**config.mk**
```make
export PLATFORM = sky130hd
export DESIGN_NAME = wash_sequencer
export DESIGN_NICKNAME = d
export VERILOG_FILES = /design/src/rtl/wash_sequencer.sv
export SDC_FILE = /design/constraint.sdc
export NUM_CORES = 1
export LEC_CHECK = 0
export CAP_MARGIN = 30
export CORE_UTILIZATION = 55
export CTS_BUF_LIST = sky130_fd_sc_hd__clkbuf_4 sky130_fd_sc_hd__clkbuf_8
export CTS_CLUSTER_SIZE = 14
export DETAILED_ROUTE_END_ITERATION = 10
export PLACE_DENSITY = 0.75
export REMOVE_ABC_BUFFERS = 1
export SLEW_MARGIN = 20
export SYNTH_ARGS = -nofsm -noshare
export SYNTH_HDL_FRONTEND = slang
export SYNTH_SLANG_ARGS = --single-unit
```
**constraint.sdc**
```tcl
create_clock -name clk -period 4.55 [get_ports clk]
set_input_delay 0.91 -clock clk [delete_from_list [all_inputs] [get_ports clk]]
set_output_delay 0.91 -clock clk [all_outputs]
set_load 0.02 [all_outputs]
```
**src/rtl/wash_sequencer.sv**
```systemverilog
// wash_sequencer: washing-machine cycle controller. Runs one soap pass
// (fill, detergent, agitate, drain), RINSE_CNT rinse passes (fill, agitate,
// drain), then a timed spin. Agitate and spin durations come from an internal
// down-counter. Operator abort drains the drum and returns to idle.
//
// Optional build macro WATCHDOG_EN: a counter guards FILL and DRAIN; if the
// level sensor is not seen within FILL_MAX cycles the machine locks in FAULT
// until reset. Without it, error is tied low and FAULT is unreachable.
//
// Ports:
//   clk, reset          clock, asynchronous active-high reset
//   start, door_close   program launch request (level) and door sensor
//   filled, drained     water level sensors
//   detergent_added     dispenser confirmation
//   abort               operator cancel (level)
//   door_lock, fill_valve_on, drain_valve_on, motor_on   actuator drives
//   soap_wash, water_wash, rinse_idx                     pass indication
//   done                one-cycle pulse on normal completion
//   error               sticky fault flag
// All outputs are registered and decoded from the next state.
module wash_sequencer #(
  parameter int unsigned RINSE_CNT   = 2,
  parameter int unsigned TMR_W       = 16,
  parameter int unsigned WASH_TICKS  = 1000,
  parameter int unsigned RINSE_TICKS = 600,
  parameter int unsigned SPIN_TICKS  = 800,
  parameter int unsigned FILL_MAX    = 5000
) (
  input  logic       clk,
  input  logic       reset,
  input  logic       start,
  input  logic       door_close,
  input  logic       filled,
  input  logic       drained,
  input  logic       detergent_added,
  input  logic       abort,
  output logic       door_lock,
  output logic       fill_valve_on,
  output logic       drain_valve_on,
  output logic       motor_on,
  output logic       soap_wash,
  output logic       water_wash,
  output logic [2:0] rinse_idx,
  output logic       done,
  output logic       error
);

  typedef enum logic [2:0] {
    StIdle, StFill, StDetergent, StAgitate, StDrain, StSpin, StDone, StFault
  } state_e;

  // A duration of 0 behaves as 1 so every timed state lasts at least a cycle.
  localparam logic [TMR_W-1:0] WashLoad  = TMR_W'((WASH_TICKS  == 0) ? 1 : WASH_TICKS);
  localparam logic [TMR_W-1:0] RinseLoad = TMR_W'((RINSE_TICKS == 0) ? 1 : RINSE_TICKS);
  localparam logic [TMR_W-1:0] SpinLoad  = TMR_W'((SPIN_TICKS  == 0) ? 1 : SPIN_TICKS);
  localparam logic [2:0]       RinseMax  = 3'(RINSE_CNT);

  state_e           state_q, state_d;
  logic [2:0]       pass_q, pass_d;
  logic             abort_q, abort_d;
  logic [TMR_W-1:0] timer_q, timer_d;
  logic             abort_go;
  logic             wd_fault;

`ifdef WATCHDOG_EN
  localparam int unsigned      FillLim = (FILL_MAX == 0) ? 1 : FILL_MAX;
  localparam int unsigned      WdW     = $clog2(FillLim + 1);
  localparam logic [WdW-1:0]   WdLimit = WdW'(FillLim - 1);
  logic [WdW-1:0] wd_q, wd_d;
`endif

  always_comb begin
    state_d  = state_q;
    pass_d   = pass_q;
    abort_d  = abort_q;
    timer_d  = timer_q;
    wd_fault = 1'b0;
    abort_go = abort && (state_q inside {StFill, StDetergent, StAgitate, StSpin});
`ifdef WATCHDOG_EN
    if ((state_q == StFill && !filled) || (state_q == StDrain && !drained)) begin
      wd_fault = (wd_q == WdLimit);
    end
`endif

    unique case (state_q)
      StIdle: begin
        pass_d  = '0;
        abort_d = 1'b0;
        if (start && door_close) state_d = StFill;
      end
      StFill: begin
        if (filled) state_d = (pass_q == 3'd0) ? StDetergent : StAgitate;
      end
      StDetergent: begin
        if (detergent_added) state_d = StAgitate;
      end
      StAgitate: begin
        if (timer_q <= TMR_W'(1)) state_d = StDrain;
        else timer_d = timer_q - TMR_W'(1);
      end
      StDrain: begin
        if (abort) abort_d = 1'b1;
        if (drained) begin
          // An abort seen in the same cycle as drained still cancels the program.
          if (abort_q || abort) begin
            state_d = StIdle;
          end else if (pass_q < RinseMax) begin
            pass_d  = pass_q + 3'd1;
            state_d = StFill;
          end else begin
            state_d = StSpin;
          end
        end
      end
      StSpin: begin
        if (timer_q <= TMR_W'(1)) state_d = StDone;
        else timer_d = timer_q - TMR_W'(1);
      end
      StDone:  state_d = StIdle;
      StFault: state_d = StFault;
      default: state_d = StIdle;
    endcase

    if (abort_go) begin
      state_d = StDrain;
      abort_d = 1'b1;
    end
    if (wd_fault) state_d = StFault;

    // Timer loads on entry so the first cycle in the state sees the full count.
    if (state_d != state_q) begin
      if (state_d == StAgitate)   timer_d = (pass_d == 3'd0) ? WashLoad : RinseLoad;
      else if (state_d == StSpin) timer_d = SpinLoad;
    end

`ifdef WATCHDOG_EN
    wd_d = '0;
    if ((state_d == state_q) && (state_q inside {StFill, StDrain})) wd_d = wd_q + 1'b1;
`endif
  end

  always_ff @(posedge clk or posedge reset) begin
    if (reset) begin
      state_q        <= StIdle;
      pass_q         <= '0;
      abort_q        <= 1'b0;
      timer_q        <= '0;
      door_lock      <= 1'b0;
      fill_valve_on  <= 1'b0;
      drain_valve_on <= 1'b0;
      motor_on       <= 1'b0;
      soap_wash      <= 1'b0;
      water_wash     <= 1'b0;
      rinse_idx      <= '0;
      done           <= 1'b0;
`ifdef WATCHDOG_EN
      wd_q           <= '0;
      error          <= 1'b0;
`endif
    end else begin
      state_q        <= state_d;
      pass_q         <= pass_d;
      abort_q        <= abort_d;
      timer_q        <= timer_d;
      door_lock      <= !(state_d inside {StIdle, StDone});
      fill_valve_on  <= (state_d == StFill);
      drain_valve_on <= (state_d inside {StDrain, StSpin});
      motor_on       <= (state_d inside {StAgitate, StSpin});
      soap_wash      <= (pass_d == 3'd0) && !(state_d inside {StIdle, StDone, StFault});
      water_wash     <= (pass_d != 3'd0) && !(state_d inside {StIdle, StDone, StFault});
      rinse_idx      <= pass_d;
      done           <= (state_d == StDone);
`ifdef WATCHDOG_EN
      wd_q           <= wd_d;
      error          <= (state_d == StFault);
`endif
    end
  end

`ifndef WATCHDOG_EN
  assign error = 1'b0;
`endif

endmodule

```
==> reports/metrics.cfg <==
[critical_path]
cp-end-kind = flip-flop
cp-startpoint = abort
cp_max_fo = 14
arrival_ns = 3.50
r2r_start = timer_q[10]$_DFF_PP0_
worst_ep_required_time_ns = 4.72
start_kind = primary input
path_class = primary input to flip-flop

[cts]
cts.clk_slew.worst_paths_ns = 0.10
cts_resized = 0
cts_sinks = 30
numCtsBuffers = 5
clock_latency_ns = 0.32
htreeDepth = 2
cts-root-buf = clkbuf_4
post_cts_buffers = 0
cts_buffer_depth = 2
cts_hold_buf = 0
cts_tree = done

[synth]
ys_ff_latch = 30
synth_area_per_cell_um2 = 9.32
synth_top_area_share_pct = 46.0
synth_common_cells = dfrtp_1, nor2_1, xnor2_1
synth_area_mm2 = 0.00163
synthFlopType = dfrtp_1
seq_area_frac_synth_pct = 46.0
synth_most_common_cell = dfrtp_1
async_reset_ff_share_pct = 100
yosys.cell_types.count = 42
yosysTopAreaCell = dfrtp_1
synthTopCellsByArea = dfrtp_1, xnor2_1, nor2_1
synth_edf_count = 0
syn_inst = 175
yosys_warnings = 0

[global_routing]
grt.overflow.total = 0
grt_pass1_vias = 1298
grtUsageTotal_pct = 24.5
grt_max_degree = 18
antenna_found_initial = 0
grt_pass1_wl_mm = 5.99

[power_and_ir_drop]
power.leakage_nw = 0.770
p_sw_share_pct = 45.2
pwr-share-clk_pct = 13.2
p_sw_mw = 0.501
peakVddDrop_v = 0.000429
p_comb_share_pct = 46.8
p_per_area_mw_per_mm2 = 592
pwr-share-seq_pct = 40.0
p_int_mw = 0.607

[sta]
finalSetupTns_ns = 0
max_freq_mhz = 300
setup_viol = 0
fin_crit_sh_pct = 73.2
fin_worst_skew_ns = 0.0117
hold_viol_final = 0
grt_setup_unrepaired = no
slew_headroom_pct = 42.5
worstMarginPinSlew_ns = 0.861
drv_slew = 0
fin_crit_ns = 3.33

[outcome]
status = finished, final reports clean

[drt]
first_pass_iters = 4
num_vias = 1314
ant_nets = 0
wirelength_mm = 3.35
drt_iter0_markers = 26
wire_per_inst_um = 15.0
route.detailed.drc = 0
viasPerCell = 5.87

[floorplan]
rows = 19
start_util_pct = 58.6
design.die.area_mm2 = 0.00319
ios = 19
die_y_um = 56.4
coreArea_mm2 = 0.00278
die_w_um = 56.4

[layout]
postLayoutCoreUtil_pct = 67.3
final_nets = 205
area_growth_pct = 14.9
num_antenna_cells = 0
fillCellCount = 213
drive_gt1_share_pct = 7.77

[placed_design]
gp_congestion = 0.870
port_buffers = 17
dpl.hpwl_mm = 2.53

[min_path]
hold_path.class = flip-flop to flip-flop
hold_start = abort_q$_DFFE_PP0P_

[flow_run]
drv_cap = 0

==> worst paths after layout <==
path,to,slack (ns),cells past startpoint
max,timer_q[7]$_DFF_PP0_,1.22,7
min in group asynchronous,timer_q[6]$_DFF_PP0_,0.93,2
max reg2reg,timer_q[7]$_DFF_PP0_,1.48,7
max in group asynchronous,abort_q$_DFFE_PP0P_,3.12,3
min reg2reg,abort_q$_DFFE_PP0P_,0.54,2
min,abort_q$_DFFE_PP0P_,0.54,2
==> kinds of logic after synthesis <==
group / synth area share (%)
buffers and inverters: 5.07
and+or+nand+nor: 23.9
xor gates and xnor gates: 9.13
AOI/OAI and AO/OA: 12.6
adders and majority gates: 3.07
other: 0.230
DFF: 46.0
==> critical path, cell delays in order <==
cell and delay [ns]:
clkdlybuf4s50_1 0.53, or3b_2 0.56, o211ai_1 0.20, a31oi_1 0.15, xnor2_1 0.25, a211oi_2 0.77
o22ai_1 0.14
==> area by class of cell <==
type                            count  area [um2]  area share [%]
Clock buffer                        5        37.5            2.00
Clock inverter                      2        10.0           0.534
Inverter                           11        41.3            2.20
Multi-Input combinational cell    127         797            42.6
Sequential cell                    30         751            40.1
Tap cell                           31        38.8            2.07
Timing Repair Buffer               18         198            10.6
==> metrics by stage <==
step	power, mW	instance area (um2)	cells	hold slack, ns	setup slack, ns
floorplan	0.791	1590	168	0.456	1.81
global placement	0.938	1800	216	0.505	0.956
detailed placement	0.966	1830	217	0.528	0.865
CTS	1.11	1870	224	0.547	1.22
global route	1.19	1870	224	0.599	1.05
finish	1.11	1870	224	0.541	1.22
==> power by group through the flow <==
stage | clock network, mW | logic (mW) | registers [mW]
CTS | 0.147 | 0.520 | 0.441
floorplan | 0 | 0.336 | 0.456
global placement | 0 | 0.500 | 0.438
detailed placement | 0 | 0.520 | 0.446
finish | 0.146 | 0.519 | 0.443
global route | 0.159 | 0.577 | 0.456
==> sequential cells by signal, indices dropped and copies added (netlist names) <==
register,count
water_wash,1
timer_q,16
abort_q,1
done,1
pass_q,3
soap_wash,1
fill_valve_on,1
state_q,3
drain_valve_on,1
motor_on,1
door_lock,1
==> cell usage in the layout (no fill, tap or decap), drive strengths merged, types with 5 or more instances in the layout <==
cell           instances
clkbuf                 5
clkdlybuf4s50         17
dfrtp                 30
inv                   11
nand2                 12
nor2                  26
nor3                  12
nor4                   7
o21ai                 10
xnor2                 13
==> layer usage <==
metal  global-route usage, %  routed length (um)
met4                    11.1                  88
met3                    6.91                 164
met5                       0                   0
met2                    37.8                1600
met1                    31.9                1500
(Power assumes the default switching activity.)
